File: src/rtl/atd_pkg.sv
// atd_pkg: shared state encoding and default sizing for the ATD receive path.
package atd_pkg;
   localparam int ATD_WORD_BITS   = 16;
   localparam int ATD_FRAME_WORDS = 8;
   localparam int ATD_SYNC_STAGES = 2;
   typedef enum logic [1:0] {IDLE, RECV, DRAIN, DONE} atd_rx_state_t;
endpackage

File: src/rtl/atd_edge_sync.sv
// atd_edge_sync: synchronises ATD clock/data and strobes once per ATD clock rising edge.
module atd_edge_sync #(
   parameter int STAGES = 2
) (
   input  logic clk,
   input  logic n_rst,
   input  logic i_atd_clk,
   input  logic i_atd_data,
   output logic o_shift_en,
   output logic o_sync_data
);
   logic [STAGES-1:0] r_clk_sync;
   logic [STAGES-1:0] r_data_sync;
   logic              r_prev_clk;
   assign o_shift_en  = r_clk_sync[STAGES-1] & ~r_prev_clk;
   assign o_sync_data = r_data_sync[STAGES-1];
   always_ff @(posedge clk or negedge n_rst)
      if (!n_rst) begin
         r_clk_sync  <= '0;
         r_data_sync <= '0;
         r_prev_clk  <= 1'b0;
      end else begin
         r_clk_sync  <= {r_clk_sync[STAGES-2:0], i_atd_clk};
         r_data_sync <= {r_data_sync[STAGES-2:0], i_atd_data};
         r_prev_clk  <= r_clk_sync[STAGES-1];
      end
endmodule

File: src/rtl/flex_counter.sv
// flex_counter: clearable enabled counter wrapping to 0 after MAX, flags terminal count.
module flex_counter #(
   parameter int W   = 4,
   parameter int MAX = 15
) (
   input  logic clk,
   input  logic n_rst,
   input  logic i_clear,
   input  logic i_en,
   output logic o_last
);
   logic [W-1:0] r_cnt;
   assign o_last = (r_cnt == W'(MAX));
   always_ff @(posedge clk or negedge n_rst)
      if (!n_rst)       r_cnt <= '0;
      else if (i_clear) r_cnt <= '0;
      else if (i_en)    r_cnt <= o_last ? '0 : r_cnt + 1'b1;
endmodule

File: src/rtl/atd_rx_controller.sv
// atd_rx_controller: captures one ATD serial frame as MSB-first words and hands
// them to a consumer over a valid/taken handshake, pulsing frame_done at the end.
module atd_rx_controller
   import atd_pkg::*;
#(
   parameter int WORD_BITS   = ATD_WORD_BITS,
   parameter int FRAME_WORDS = ATD_FRAME_WORDS,
   parameter int SYNC_STAGES = ATD_SYNC_STAGES
) (
   input  logic                 clk,
   input  logic                 n_rst,
   input  logic                 i_atd_clk,
   input  logic                 i_atd_data,
   input  logic                 i_atd_enable,
   input  logic                 i_word_taken,
   output logic [WORD_BITS-1:0] o_word_out,
   output logic                 o_word_valid,
   output logic                 o_frame_done,
   output logic                 o_overrun,
   output logic                 o_busy
);
   localparam int BC_W = $clog2(WORD_BITS);
   localparam int WC_W = (FRAME_WORDS > 1) ? $clog2(FRAME_WORDS) : 1;

   atd_rx_state_t        r_state, w_next;
   logic [WORD_BITS-2:0] r_shreg;
   logic [WORD_BITS-1:0] r_word_out, w_word;
   logic                 r_word_valid, r_overrun;
   logic                 w_shift_en, w_sync_data, w_shift, w_complete, w_load, w_start;
   logic                 w_bit_last, w_word_last;

   atd_edge_sync #(.STAGES(SYNC_STAGES)) u_sync (
      .clk(clk), .n_rst(n_rst), .i_atd_clk(i_atd_clk), .i_atd_data(i_atd_data),
      .o_shift_en(w_shift_en), .o_sync_data(w_sync_data)
   );

   flex_counter #(.W(BC_W), .MAX(WORD_BITS-1)) u_bit_cnt (
      .clk(clk), .n_rst(n_rst), .i_clear(w_start), .i_en(w_shift), .o_last(w_bit_last)
   );

   flex_counter #(.W(WC_W), .MAX(FRAME_WORDS-1)) u_word_cnt (
      .clk(clk), .n_rst(n_rst), .i_clear(w_start), .i_en(w_complete), .o_last(w_word_last)
   );

   // An abort in the same cycle as a strobe wins, so the partial word is never completed.
   assign w_start    = (r_state == IDLE) && i_atd_enable;
   assign w_shift    = (r_state == RECV) && i_atd_enable && w_shift_en;
   assign w_complete = w_shift && w_bit_last;
   assign w_word     = {r_shreg, w_sync_data};
   assign w_load     = w_complete && (!r_word_valid || i_word_taken);

   assign o_word_out   = r_word_out;
   assign o_word_valid = r_word_valid;
   assign o_overrun    = r_overrun;
   assign o_frame_done = (r_state == DONE);
   assign o_busy       = (r_state != IDLE);

   always_comb begin
      w_next = r_state;
      case (r_state)
         IDLE:    w_next = i_atd_enable ? RECV : IDLE;
         RECV:    w_next = !i_atd_enable ? IDLE : (w_complete && w_word_last) ? DRAIN : RECV;
         DRAIN:   w_next = (!r_word_valid || i_word_taken) ? DONE : DRAIN;
         default: w_next = IDLE;
      endcase
   end

   always_ff @(posedge clk or negedge n_rst)
      if (!n_rst) r_state <= IDLE;
      else        r_state <= w_next;

   always_ff @(posedge clk or negedge n_rst)
      if (!n_rst) begin
         r_shreg      <= '0;
         r_word_out   <= '0;
         r_word_valid <= 1'b0;
         r_overrun    <= 1'b0;
      end else begin
         if (w_shift) r_shreg <= w_word[WORD_BITS-2:0];
         if (w_load) r_word_out <= w_word;
         if (w_load) r_word_valid <= 1'b1;
         else if (i_word_taken) r_word_valid <= 1'b0;
         if (w_start) r_overrun <= 1'b0;
         else if (w_complete && !w_load) r_overrun <= 1'b1;
      end
endmodule

File: config.mk
export PLATFORM = sky130hd
export DESIGN_NAME = atd_rx_controller
export DESIGN_NICKNAME = d
export VERILOG_FILES = /design/src/rtl/atd_pkg.sv /design/src/rtl/atd_edge_sync.sv /design/src/rtl/flex_counter.sv /design/src/rtl/atd_rx_controller.sv
export SDC_FILE = /design/constraint.sdc
export NUM_CORES = 1
export LEC_CHECK = 0
export CORE_ASPECT_RATIO = 0.5
export CORE_MARGIN = 10
export CORE_UTILIZATION = 48
export DETAILED_ROUTE_END_ITERATION = 10
export GPL_TIMING_DRIVEN = 0
export MAX_ROUTING_LAYER = met4
export PLACE_DENSITY_LB_ADDON = 0.25
export SKIP_CTS_REPAIR_TIMING = 1
export SYNTH_ARGS = -nofsm -noshare
export SYNTH_HDL_FRONTEND = slang
export SYNTH_HIERARCHICAL = 1
export SYNTH_SLANG_ARGS = --single-unit
File: constraint.sdc
create_clock -name clk -period 1.64 [get_ports clk]
set_input_delay 0.246 -clock clk [delete_from_list [all_inputs] [get_ports clk]]
set_output_delay 0.246 -clock clk [all_outputs]
set_load 0.005 [all_outputs]
After elaboration in Yosys (flattened, before gate mapping). Index checks and enable logic that the tools add are counted.

Output and inout port bits: 20. Flip-flop bits (word level): 47.

Add/subtract/negate cells: 2. Mux-type cells: 15. Equal/unequal tests: 5. Bitwise operators: 2. Reduce and logical (&&, ||, !) cells: 16.

Operator list (count): $mux W4 (3); $reduce_bool A2 Y1 (5); $mux W3 (3); $logic_and A1 B1 Y1 (7); $mux W1 (6); $pmux W2 S3 (1); $add A4 B1 Y4 const B (1); $eq A2 B2 Y1 const B (2); $eq A4 B4 Y1 const B (1); $mux W2 (2); $add A3 B1 Y3 const B (1); $eq A3 B3 Y1 const B (1); $eq A2 B1 Y1 const B (1); $logic_not A1 Y1 (2); $logic_not A2 Y1 (1); $and A1 B1 Y1 (1); $logic_or A1 B1 Y1 (1); $not A1 Y1 (1).

Depth between registers and ports, before layout. Gate-level depths: netlist of run 1.

Depth after elaboration: 9. Depth in mapped cells: 7. Gate-level depth less buffers: 6.

Cells and area by module. The synthesis of run 1 kept the hierarchy.

Modules (own cells, without submodules): atd_rx_controller (sequential area each 875.8 um2, area an instance 1446.4 um2, instances 1, cells each 87); flex_counter at u_bit_cnt (sequential area each 100.1 um2, area an instance 206.4 um2, instances 1, cells each 20); flex_counter at u_word_cnt (sequential area each 75.1 um2, area an instance 151.4 um2, instances 1, cells each 12); atd_edge_sync (sequential area each 125.1 um2, area an instance 138.9 um2, instances 1, cells each 6).

Worst setup path after synthesis of run 1. OpenSTA, ideal clock, no wires.

Path type: register to register. From: register u_bit_cnt.r_cnt[0]. To: register r_word_out[0], in the netlist o_word_out[0]. Setup slack: -132 ps. Buffers on the path: 1. Clock period less this slack: 1772 ps. Arrival time: 1647 ps. Cell stages (with the launch flop): 7. Cells stage by stage: dfrtp_1 -> ha_1 -> and3_4 -> nand3_4 -> nor3_4 -> buf_12 -> mux2_4.

Longest elaborated chain between the ends: 3.

Ends and longest elaborated chain: start, declared (line flex_counter.sv:12) `logic [W-1:0] r_cnt;`; start signal, assigned (line flex_counter.sv:17) `else if (i_en) r_cnt <= o_last ? '0 : r_cnt + 1'b1;`; $eq A4 B4 Y1 (line flex_counter.sv:13) `assign o_last = (r_cnt == W'(MAX));`; net w_bit_last (line atd_rx_controller.sv:30) `logic w_bit_last, w_word_last;`; $logic_and A1 B1 Y1 (line atd_rx_controller.sv:48) `assign w_complete = w_shift && w_bit_last;`; $logic_and A1 B1 Y1 (line atd_rx_controller.sv:50) `assign w_load = w_complete && (!r_word_valid || i_word_taken);`; end signal, assigned (line atd_rx_controller.sv:80) `if (w_load) r_word_out <= w_word;`; end, declared (line atd_rx_controller.sv:27) `logic [WORD_BITS-1:0] r_word_out, w_word;`.

The timed path passes the listed nets, and every way through them passes these cells. A chain may end at the register's enable or synchronous reset.

Final worst setup path of run 1.
From: register u_bit_cnt.r_cnt[0]. To: register r_word_out[5], in the netlist o_word_out[5].

Same word-level chain as after synthesis.

==> results of run 1 <==
[power breakdown]
part | internal, mW | switching, mW
Sequential | 1.21 | 0.0420
Clock | 0.493 | 0.384
Combinational | 0.0703 | 0.0599
Total | 1.78 | 0.486
[metrics by stage]
stage               utilization  cells  setup WS, ps  area (sq um)  hold slack, ps
finish                    0.653    223          -245          2550             354
detailed placement        0.584    205          -440          2280             177
floorplan                     -    125          -132          1950           -49.6
global route              0.653    223          -306          2550             364
CTS                       0.614    213          -352          2400            -162
global placement          0.580    204          -981          2260             332
[worst register-to-register path, cell delays in order (launching register included)]
cell,delay (ps)
sky130_fd_sc_hd__dfrtp_1,420
sky130_fd_sc_hd__ha_2,220
sky130_fd_sc_hd__and3_4,210
sky130_fd_sc_hd__nand3_4,80
sky130_fd_sc_hd__nor3_4,260
sky130_fd_sc_hd__buf_12,160
sky130_fd_sc_hd__clkbuf_16,150
sky130_fd_sc_hd__mux2_4,300
[metal layers]
metal  routed length (um)  share of wire  vias to the layer above
li1                     -              -                      521
met1                 1620           0.45                      553
met2                 1760           0.49                       17
met3                  128          0.036                        7
met4                   64          0.018                        0
met5                    0              0                        -
[registers in the layout (all words and copies together) (netlist names)]
name	flops
r_state	2
u_sync/r_data_sync	2
u_bit_cnt/r_cnt	4
u_word_cnt/r_cnt	3
r_shreg	15
o_overrun	1
o_word_out	16
o_word_valid	1
u_sync/r_clk_sync	2
u_sync/r_prev_clk	1
[cell usage in the layout (no fill, tap or decap), drive strengths merged]
cell and n:
nand4b 1, dlygate4sd3 1, and3 1, nand3 1
and2 1, clkinv 1, xor2 1, o21ai 1
clkbuf 7, clkdlybuf4s50 22, or3 1, dlymetal6s2s 2
nor3 1, bufinv 1, nor2 7, nor2b 2
dfrtp 47, inv 3, a21oi 4, mux2i 3
mux2 31, nand2b 3, ha 3, a22o 1
a41oi 1, buf 13, nand2 3, or2 2
o2bb2ai 1, or3b 2, a21o 1
[how the worst max path moves through the flow]
stage          depth (start not counted)                         endpoint                      startpoint  slack [ps]
2_1_floorplan                          6        o_word_out[0]$_DFFE_PN0P_  u_bit_cnt/r_cnt[0]$_DFFE_PN0P_        -130
3_3_place_gp                           1  u_word_cnt/r_cnt[0]$_DFFE_PN0P_                           n_rst        -980
3_5_place_dp                           7   u_bit_cnt/r_cnt[3]$_DFFE_PN0P_                    i_atd_enable        -440
4_1_cts                                6        o_word_out[0]$_DFFE_PN0P_  u_bit_cnt/r_cnt[0]$_DFFE_PN0P_        -350
5_1_grt                                7        o_word_out[5]$_DFFE_PN0P_  u_bit_cnt/r_cnt[0]$_DFFE_PN0P_        -310
6_report                               7        o_word_out[5]$_DFFE_PN0P_  u_bit_cnt/r_cnt[0]$_DFFE_PN0P_        -240
[kinds of logic after synthesis]
group	Yosys count	synth area share
DFF	47	0.605
xor gates and xnor gates	1	0.00451
and+or+nand+nor	25	0.0966
AOI/OAI and AO/OA	9	0.0354
buffers and inverters	6	0.0245
muxes	34	0.214
adders and majority gates	3	0.0193
[layout make-up]
cell class / count / share of cell area
plain buffers: 3 / 0.0167
clock buffers: 6 / 0.0324
clock inverters: 2 / 0.0137
inverters: 3 / 0.00442
multi-input cells: 72 / 0.294
flip-flops and latches: 47 / 0.461
well taps: 54 / 0.0265
repair buffers: 36 / 0.151
==> impl_results.rst, run 1 <==
.. list-table::
   :header-rows: 1

   * - Metric
     - Value
   * - Relative slew margins
     - 0.578
   * - Slowest library cell on the worst path
     - sky130_fd_sc_hd__dfrtp_1
   * - Clock transition at the registers of the reported paths
     - 90 ps
   * - Share of Yosys cell area claimed by the top area cell type
     - 0.605
   * - Startpoint types
     - flip-flop
   * - Top Usage Layer GRT
     - met2
   * - Number of unique standard cell types used by synthesis
     - 31
   * - Root Buffer
     - sky130_fd_sc_hd__clkbuf_8
   * - Area used by sequential logic in the layout
     - 1180 sq um
   * - Multi-input combinational cell area
     - 748 sq um
   * - Maximum cell stage delay along the critical path
     - 420 ps
   * - Global-route track usage on met2
     - 0.151
   * - Met3 track demand over resource
     - 0.0493
   * - Post-DR vias/cell
     - 4.92
   * - Total I/O pin count
     - 26
   * - DIE HEIGHT
     - 65.0 um
   * - Startpoint-to-endpoint class of the critical path
     - flip-flop to flip-flop
   * - Core Area
     - 3900 sq um
   * - Ordered cell list for the critical path
     - ha_2 > and3_4 > nand3_4 > nor3_4 > buf_12 > clkbuf_16 > mux2_4
   * - Share of cells above drive strength 1
     - 0.414
   * - Total Routed Length
     - 3570 um
   * - Total vias in the final route
     - 1098
   * - Vias in the first global route
     - 1127
   * - Layout Nets
     - 177
   * - Grt total ovfl
     - 0
   * - Cell depth of the worst min-delay path
     - 0
   * - Setup violations, final
     - 18
   * - Top fanout value on the critical path
     - 5
   * - Most repeated cell in the gate-level netlist after synthesis
     - sky130_fd_sc_hd__dfrtp_1
   * - Sequential area share after synthesis
     - 0.605
   * - Mean area per synthesized cell
     - 15.5 sq um
   * - Antenna violations before repair
     - 0
   * - Final worst clock skew
     - 9.78 ps
   * - Standard-cell row count
     - 16
   * - Library cell with the largest summed area after synthesis
     - sky130_fd_sc_hd__dfrtp_1
   * - Kind of cell adding the most delay to the critical path
     - simple AND/OR/NAND/NOR gates
   * - Critical path endpoint category
     - flip-flop
   * - Final setup slack of the worst path
     - -245 ps
   * - Maximum number of pins on one net before global-route repair
     - 34
   * - Max-cap violation count
     - 0
   * - FFs w/ async S/R, synth
     - 1.00
   * - Arrival time at the worst endpoint
     - 2080 ps
   * - Bufs and invs on worst path
     - 2
   * - Number of max-slew violations in the final report
     - 0
   * - Part of the cycle the worst path needs
     - 1.15
   * - Violated checks
     - negative setup slack
   * - Number of enable-type register cells in the synthesized netlist
     - 0
   * - Type of the tightest min-delay check
     - flip-flop to flip-flop
   * - Slew @ Worst Pin
     - 631 ps
   * - RR Startpoint
     - u_bit_cnt/r_cnt[0]$_DFFE_PN0P_
   * - Worst-Skew Late Latency
     - 300 ps
   * - TritonCTS buffer count
     - 5
   * - Worst min-delay path endpoint
     - u_sync/r_clk_sync[1]$_DFF_PN0_
   * - Unrepaired setup endpoints after global routing
     - true
   * - Chip Width
     - 110 um
   * - Number of diodes
     - 0
   * - Post-route total power
     - 2.26 mW
   * - Count of input and output buffers
     - 25
   * - Synthesized net count
     - 134
   * - Power per cell area
     - 888 nW/um^2
   * - Max Buffers Root-to-Sink
     - 2
   * - Number of hold violations in the final report
     - 0
   * - Maximum level of the CTS H-tree
     - 2
   * - Effective utilization at floorplan
     - 0.498
   * - Number of instances in the synthesized netlist
     - 125
   * - Largest cells by area after synthesis
     - sky130_fd_sc_hd__dfrtp_1 (61%), sky130_fd_sc_hd__mux2_2 (12%), sky130_fd_sc_hd__mux2_4 (7.7%), sky130_fd_sc_hd__ha_1 (1.9%), sky130_fd_sc_hd__mux2i_1 (1.5%)
   * - DRC errors left
     - 0
   * - Total standard cell area after synthesis
     - 1940 sq um
   * - Commonest cells in the netlist
     - sky130_fd_sc_hd__dfrtp_1 (47), sky130_fd_sc_hd__mux2_2 (21), sky130_fd_sc_hd__mux2_4 (10), sky130_fd_sc_hd__nor2_1 (7)
   * - Outcome
     - finished, violations left
   * - Pre-antenna DRT Iters
     - 4
   * - Die ar.
     - 7150 sq um
   * - First-pass GRT wire length
     - 5620 um
   * - Required time of the critical path
     - 1840 ps
   * - Max Freq
     - 0.531 GHz
   * - Post-layout min period
     - 1880 ps
   * - Source of the worst hold timing path
     - u_sync/r_clk_sync[0]$_DFF_PN0_
   * - Met1 track utilization from global routing
     - 0.126
   * - Final antenna-violating net count
     - 0
   * - Endpoint of the worst register-to-register path
     - o_word_out[5]$_DFFE_PN0P_
   * - Growth of design area from synthesis to finish
     - 31.2%
   * - Yosys Warn Count
     - 6
   * - Clock tree from TritonCTS
     - yes
   * - Seq cells post-synth
     - 47
   * - Number of filler cells placed in the layout
     - 273
   * - Flop-to-flop setup slack
     - -240 ps
   * - Dominant synthesized flop cell
     - sky130_fd_sc_hd__dfrtp_1
   * - Routability Congestion
     - 0.710
   * - Sink count of the clock tree
     - 47
   * - Routed WL per cell
     - 16.0 um
   * - Total Routing Usage GR
     - 0.105
   * - Peak supply drop
     - 0.000552 V
   * - Leakage power
     - 1.23 nW
   * - Post-Route Setup TNS
     - -3810 ps
   * - Violation count after the first detailed-routing iteration
     - 20
   * - HPWL after detailed placement
     - 2220 um
   * - R2R cell count
     - 7
(Power assumes the default switching activity.)
==> run 2: changes to the inputs <==
--- a/config.mk
+++ b/config.mk
@@ -7,11 +7,11 @@
 export LEC_CHECK = 0
 export CORE_ASPECT_RATIO = 0.5
 export CORE_MARGIN = 10
-export CORE_UTILIZATION = 48
+export CORE_UTILIZATION = 58
 export DETAILED_ROUTE_END_ITERATION = 10
 export GPL_TIMING_DRIVEN = 0
 export MAX_ROUTING_LAYER = met4
-export PLACE_DENSITY_LB_ADDON = 0.25
+export PLACE_DENSITY = 0.86
 export SKIP_CTS_REPAIR_TIMING = 1
 export SYNTH_ARGS = -nofsm -noshare
 export SYNTH_HDL_FRONTEND = slang
==> constraint.sdc (replaced) <==
create_clock -name clk -period 2.2 [get_ports clk]
set_input_delay 0.33 -clock clk [delete_from_list [all_inputs] [get_ports clk]]
set_output_delay 0.33 -clock clk [all_outputs]
set_load 0.005 [all_outputs]
==> impl_results.rst, run 2 (synthesis gave the netlist of run 1 again) <==
.. list-table::
   :header-rows: 1

   * - Metric
     - Value
   * - Outcome
     - completed
   * - Post-DR vias/cell
     - 5.33 (+8.1%)
   * - First-pass GRT wire length
     - 5810 um (+3.4%)
   * - Met3 track demand over resource
     - 0.0408 (-0.00849)
   * - DRC errors left
     - 0 (unchanged)
   * - RR Startpoint
     - u_bit_cnt/r_cnt[0]$_DFFE_PN0P_
   * - Final Core Density
     - 0.762 (+0.109)
   * - Sink count of the clock tree
     - 47 (unchanged)
   * - Chip Width
     - 102 um (-7.4%)
   * - Grt total ovfl
     - 0 (unchanged)
   * - R2R cell count
     - 6 (-1)
   * - Core Area
     - 3100 sq um (-21%)
   * - Root Buffer
     - sky130_fd_sc_hd__clkbuf_8
   * - Count of input and output buffers
     - 25 (unchanged)
   * - Required time of the critical path
     - 2390 ps (+550 ps)
   * - Worst hold slack
     - 363 ps (+8.44 ps)
   * - Endpoint of the worst register-to-register path
     - o_word_out[3]$_DFFE_PN0P_
   * - Most frequent cells in the layout
     - sky130_fd_sc_hd__dfrtp_1 (47), sky130_fd_sc_hd__clkdlybuf4s50_1 (24), sky130_fd_sc_hd__mux2_2 (21)
   * - Final antenna-violating net count
     - 0 (unchanged)
   * - Total Routed Length
     - 3450 um (-3.2%)
   * - Number of max-slew violations in the final report
     - 0 (unchanged)
   * - Setup violations, final
     - 0 (-18)
   * - Routability Congestion
     - 0.678 (-4.5%)
   * - Growth of design area from synthesis to finish
     - 21.5%
   * - Standard-cell row count
     - 14 (-2)
   * - Pre-antenna DRT Iters
     - 5 (+1)
   * - Startpoint types
     - flip-flop
   * - Global-route track usage on met2
     - 0.215 (+0.0641)
   * - Critical path endpoint category
     - flip-flop
   * - Violation count after the first detailed-routing iteration
     - 10 (-50%)
   * - DIE HEIGHT
     - 60.9 um (-6.2%)
   * - Type of the tightest min-delay check
     - flip-flop to flip-flop
   * - Leakage power
     - 1.12 nW (-8.8%)
   * - Top fanout value on the critical path
     - 10 (+5)
   * - Post-layout min period
     - 2040 ps (+153 ps)
   * - Number of hold violations in the final report
     - 0 (unchanged)
   * - Clock transition at the registers of the reported paths
     - 90 ps (about the same)
   * - HPWL after detailed placement
     - 2480 um (+12%)
   * - TritonCTS buffer count
     - 5 (unchanged)
   * - Total I/O pin count
     - 26 (unchanged)
   * - Layout Nets
     - 168 (-5.1%)
   * - Vias in the first global route
     - 1179 (+4.6%)
   * - Max Freq
     - 0.491 GHz (-7.5%)
   * - Power per cell area
     - 658 nW/um^2 (-26%)
   * - Worst min-delay path endpoint
     - u_sync/r_data_sync[1]$_DFF_PN0_
   * - Share of cells above drive strength 1
     - 0.356 (-0.0580)
   * - Flop-to-flop setup slack
     - 160 ps (+410 ps)
   * - Relative slew margins
     - 0.581 (+0.00298)
   * - Top Usage Layer GRT
     - met2
   * - Worst-Skew Late Latency
     - 300 ps (about the same)
   * - Source of the worst hold timing path
     - u_sync/r_data_sync[0]$_DFF_PN0_
   * - Routed WL per cell
     - 17.3 um (+7.9%)
   * - Slew @ Worst Pin
     - 627 ps (-4.46 ps)
   * - Part of the cycle the worst path needs
     - 0.926 (-0.223)
   * - Most common cell after layout, fill and taps aside
     - sky130_fd_sc_hd__dfrtp_1
   * - Effective utilization at floorplan
     - 0.627 (+0.129)
   * - Maximum level of the CTS H-tree
     - 2 (unchanged)
   * - Met1 track utilization from global routing
     - 0.141 (+0.0149)
   * - Antenna violations before repair
     - 0 (unchanged)
   * - Peak supply drop
     - 0.000460 V (-17%)
   * - Total Routing Usage GR
     - 0.127 (+0.0217)
   * - Arrival time at the worst endpoint
     - 2230 ps (+150 ps)
   * - Final worst clock skew
     - 5.54 ps (-4.24 ps)
   * - Unrepaired setup endpoints after global routing
     - false
   * - Startpoint-to-endpoint class of the critical path
     - flip-flop to flip-flop
   * - Die ar.
     - 6210 sq um (-13%)
   * - Number of diodes
     - 0 (unchanged)
   * - Number of flip-flops under the largest register name
     - 16 (unchanged)
   * - Cell depth of the worst min-delay path
     - 0 (unchanged)
   * - Total vias in the final route
     - 1065 (-3.0%)
   * - Clock tree from TritonCTS
     - yes
   * - Max-cap violation count
     - 0 (unchanged)
   * - Max Buffers Root-to-Sink
     - 2 (unchanged)
   * - Maximum number of pins on one net before global-route repair
     - 31 (-8.8%)
-- run 2: changes by cell type in the layout (fill, tap and decap cells not counted), sizes merged --
cell,change
clkdlybuf4s50,+2
inv,+1
clkinv,-1
clkbuf,-2
clkinvlp,+2
bufinv,-1
buf,-8
dlymetal6s2s,-2
-- run 2: routing by layer --
layer | wire, um | vias to the layer above
li1 | - | 501
met2 | 1780 | 21
met1 | 1490 | 538
met3 | 136 | 5
met5 | 0 | -
met4 | 46 | 0
-- run 2: power by group --
part	total, mW	internal (mW)	switching (mW)
Clock	0.521	0.227	0.294
Combinational	0.0949	0.0512	0.0437
Sequential	0.939	0.904	0.0341
-- run 2: per-stage QoR --
| stage | setup TNS (ps) | setup slack (ps) | cell area, sq um | cells | total power [mW] |
|---|---|---|---|---|---|
| after detailed placement | -47.5 | -42.0 | 2260 | 191 | 1.05 |
| after floorplan | 0 | 428 | 1940 | 125 | 0.997 |
| after CTS | 0 | 176 | 2350 | 199 | 1.58 |
| final | 0 | 162 | 2360 | 200 | 1.55 |
| after global routing | 0 | 108 | 2360 | 200 | 1.63 |
| after global placement | -18760 | -400 | 2240 | 190 | 1.04 |
-- run 2: area by class of cell --
type / instances / area [sq um]
Tap cell: 40 / 50.0
Clock buffer: 5 / 68.8
Inverter: 3 / 11.3
Buffer: 3 / 36.3
Fill cell: 175 / 739
Clock inverter: 3 / 23.8
Timing Repair Buffer: 27 / 275
Sequential cell: 47 / 1180
Multi-Input combinational cell: 72 / 719
-- run 2: worst max-delay path by stage --
stage / start / to / slack (ps) / cells past startpoint
global route: u_bit_cnt/r_cnt[0]$_DFFE_PN0P_ / o_word_out[6]$_DFFE_PN0P_ / 110 / 6
floorplan: u_bit_cnt/r_cnt[0]$_DFFE_PN0P_ / o_word_out[0]$_DFFE_PN0P_ / 430 / 6
finish: u_bit_cnt/r_cnt[0]$_DFFE_PN0P_ / o_word_out[3]$_DFFE_PN0P_ / 160 / 6
CTS: u_bit_cnt/r_cnt[0]$_DFFE_PN0P_ / o_word_out[3]$_DFFE_PN0P_ / 180 / 6
detailed placement: i_atd_enable / u_bit_cnt/r_cnt[3]$_DFFE_PN0P_ / -40 / 7
global placement: n_rst / r_state[1]$_DFF_PN0_ / -400 / 1
-- run 2: worst max-delay path, stage by stage, from the launching register on --
cell	delay (ps)
sky130_fd_sc_hd__dfrtp_1	440
sky130_fd_sc_hd__ha_1	220
sky130_fd_sc_hd__and3_4	220
sky130_fd_sc_hd__nand3_4	90
sky130_fd_sc_hd__nor3_4	440
sky130_fd_sc_hd__buf_12	220
sky130_fd_sc_hd__mux2_4	310
==> run 3: changes to the inputs <==
==> constraint.sdc (replaced) <==
create_clock -name clk -period 2.4 [get_ports clk]
set_input_delay 0.36 -clock clk [delete_from_list [all_inputs] [get_ports clk]]
set_output_delay 0.36 -clock clk [all_outputs]
set_load 0.005 [all_outputs]
==> impl_results.rst, run 3 (synthesis gave the netlist of run 1 again) <==
.. list-table::
   :header-rows: 1

   * - Metric
     - Value
   * - Outcome
     - finished, violations left
   * - Violated checks
     - negative hold slack
   * - Count of input and output buffers
     - 25 (unchanged)
   * - Worst hold slack
     - -7.54 ps (-370 ps)
   * - Max Buffers Root-to-Sink
     - 2 (unchanged)
   * - Pre-antenna DRT Iters
     - 4 (-1)
   * - Leakage power
     - 1.11 nW (-0.37%)
   * - TritonCTS buffer count
     - 5 (unchanged)
   * - DIE HEIGHT
     - 60.9 um (unchanged)
   * - Top fanout value on the critical path
     - 10 (unchanged)
   * - Number of filler cells placed in the layout
     - 176 (+0.57%)
   * - Share of cells above drive strength 1
     - 0.358 (+0.00224)
   * - Net switching power
     - 0.341 mW (-8.2%)
   * - Maximum level of the CTS H-tree
     - 2 (unchanged)
   * - Total Routed Length
     - 3430 um (-0.49%)
   * - Launching element of the worst setup path
     - u_bit_cnt/r_cnt[0]$_DFFE_PN0P_
   * - RR Startpoint
     - u_bit_cnt/r_cnt[0]$_DFFE_PN0P_
   * - Max-cap violation count
     - 0 (unchanged)
   * - Clock tree from TritonCTS
     - yes
   * - Growth of design area from synthesis to finish
     - 21.0%
   * - Final worst clock skew
     - 5.16 ps (-0.372 ps)
   * - Placed Instances
     - 191 (unchanged)
   * - Power per cell area
     - 606 nW/um^2 (-8.0%)
   * - Post-DP Area
     - 2260 sq um (unchanged)
   * - Startpoint-to-endpoint class of the critical path
     - flip-flop to flip-flop
   * - Antenna violations before repair
     - 0 (unchanged)
   * - Grt total ovfl
     - 0 (unchanged)
   * - Maximum number of pins on one net before global-route repair
     - 31 (unchanged)
   * - Routability Congestion
     - 0.678 (unchanged)
   * - Maximum cell stage delay along the critical path
     - 440 ps (about the same)
   * - Kind of cell adding the most delay to the critical path
     - simple AND/OR/NAND/NOR gates
   * - Total vias in the final route
     - 1053 (-1.1%)
   * - Clock transition at the registers of the reported paths
     - 90 ps (about the same)
   * - Relative slew margins
     - 0.581 (about the same)
   * - Vias in the first global route
     - 1179 (unchanged)
   * - Post-layout min period
     - 2030 ps (-3.91 ps)
   * - Most frequent cells in the layout
     - sky130_fd_sc_hd__dfrtp_1 (47), sky130_fd_sc_hd__clkdlybuf4s50_1 (24), sky130_fd_sc_hd__mux2_2 (21)
   * - Core Area
     - 3100 sq um (unchanged)
   * - Standard-cell row count
     - 14 (unchanged)
   * - Number of flip-flops under the largest register name
     - 16 (unchanged)
   * - Layout Nets
     - 167 (-0.60%)
   * - Slowest library cell on the worst path
     - sky130_fd_sc_hd__dfrtp_1
   * - Chip Width
     - 102 um (unchanged)
   * - Post-DR vias/cell
     - 5.29 (-0.63%)
   * - First-pass GRT wire length
     - 5810 um (unchanged)
   * - Worst-Skew Late Latency
     - 300 ps (about the same)
   * - Total Routing Usage GR
     - 0.127 (unchanged)
   * - Cell Int Power
     - 1.08 mW (-8.4%)
   * - Routed WL per cell
     - 17.3 um (about the same)
   * - Part of the power in the clock network
     - 0.336 (about the same)
   * - Root Buffer
     - sky130_fd_sc_hd__clkbuf_8
   * - Part of the cycle the worst path needs
     - 0.847 (-0.0788)
   * - Switching Fraction
     - 0.239 (+0.000381)
   * - Number of diodes
     - 0 (unchanged)
   * - Most common cell after layout, fill and taps aside
     - sky130_fd_sc_hd__dfrtp_1
   * - Power share of the sequential group
     - 0.604 (about the same)
   * - Die ar.
     - 6210 sq um (unchanged)
   * - Ordered cell list for the critical path
     - ha_1 > and3_4 > nand3_4 > nor3_4 > buf_12 > mux2_4
   * - Total I/O pin count
     - 26 (unchanged)
   * - Final antenna-violating net count
     - 0 (unchanged)
   * - Max Freq
     - 0.492 GHz (+0.19%)
   * - Critical path endpoint category
     - flip-flop
   * - Unrepaired setup endpoints after global routing
     - false
   * - Violation count after the first detailed-routing iteration
     - 14 (+4)
   * - Required time of the critical path
     - 2590 ps (+200 ps)
   * - Sink count of the clock tree
     - 47 (unchanged)
   * - HPWL after detailed placement
     - 2480 um (unchanged)
   * - Slew @ Worst Pin
     - 627 ps (-0.0922 ps)
   * - Startpoint types
     - flip-flop
   * - Layout Cells excl Fill
     - 199 (-0.50%)
   * - Arrival time at the worst endpoint
     - 2220 ps (about the same)
   * - Setup violations, final
     - 0 (unchanged)
   * - Bufs and invs on worst path
     - 1 (unchanged)
   * - Post-route cell area
     - 2350 sq um (-0.42%)
   * - Type of the tightest min-delay check
     - input pin to asynchronous set/reset pin
   * - DRC errors left
     - 0 (unchanged)
   * - Effective utilization at floorplan
     - 0.627 (unchanged)
   * - Number of hold violations in the final report
     - 6 (+6)
   * - Combinational Power Share
     - 0.060 (about the same)
   * - Peak supply drop
     - 0.000421 V (-8.5%)
   * - Number of max-slew violations in the final report
     - 0 (unchanged)
## run 3: cell types whose count changed in the layout (fill, tap and decap cells not counted)
| cell | previous run | this run |
|---|---|---|
| sky130_fd_sc_hd__dlygate4sd3_1 | 1 | 0 |
## run 3: cell type report
class / instances / area, sq um / area share
Multi-Input combinational cell: 72 / 719 / 0.306
Clock buffer: 5 / 68.8 / 0.0293
Timing Repair Buffer: 26 / 265 / 0.113
Buffer: 3 / 36.3 / 0.0154
Inverter: 3 / 11.3 / 0.00479
Sequential cell: 47 / 1180 / 0.500
Clock inverter: 3 / 23.8 / 0.0101
Tap cell: 40 / 50.0 / 0.0213
## run 3: per-layer routing
metal / global-route usage / vias up / share of wire
met5: - / - / 0
met4: 0.0478 / 0 / 0.013
met3: 0.0408 / 5 / 0.039
met2: 0.215 / 19 / 0.51
met1: 0.141 / 531 / 0.44
li1: - / 498 / -
## run 3: metrics by stage
stage,setup WS [ps],hold WS [ps],TNS [ps],utilization,total power [mW]
after floorplan,628,64.4,0,-,0.914
after global routing,308,11.8,0,0.758,1.49
after detailed placement,128,326,0,0.728,0.965
after global placement,-230,333,-10770,0.724,0.950
final,366,-7.54,0,0.758,1.42
after CTS,376,1.04,0,0.758,1.44
## run 3: final timing paths
| check | endpoint | slack (ps) | depth (start not counted) |
|---|---|---|---|
| min reg2reg | u_sync/r_data_sync[1]$_DFF_PN0_ | 360 | 0 |
| max | o_word_out[3]$_DFFE_PN0P_ | 370 | 6 |
| min in group clk | u_sync/r_data_sync[1]$_DFF_PN0_ | 360 | 0 |
| max reg2reg | o_word_out[3]$_DFFE_PN0P_ | 370 | 6 |
| max in group asynchronous | u_sync/r_clk_sync[0]$_DFF_PN0_ | 1900 | 2 |
| min | o_word_out[7]$_DFFE_PN0P_ | -8 | 1 |
## run 3: worst reg2reg max path: cells and delay by family (launching register included)
family	cells	cell delay, ps
simple gates	3	750
flops	1	440
mux	1	310
fa+ha+maj	1	220
buf+inv	1	220
## run 3: power by group through the flow
stage	Sequential, mW	Clock, mW	Combinational, mW
6_report	0.860	0.478	0.0857
5_1_grt	0.866	0.532	0.0946
4_1_cts	0.861	0.494	0.0884
3_5_place_dp	0.878	0	0.0878
3_3_place_gp	0.871	0	0.0786
2_1_floorplan	0.864	0	0.0502
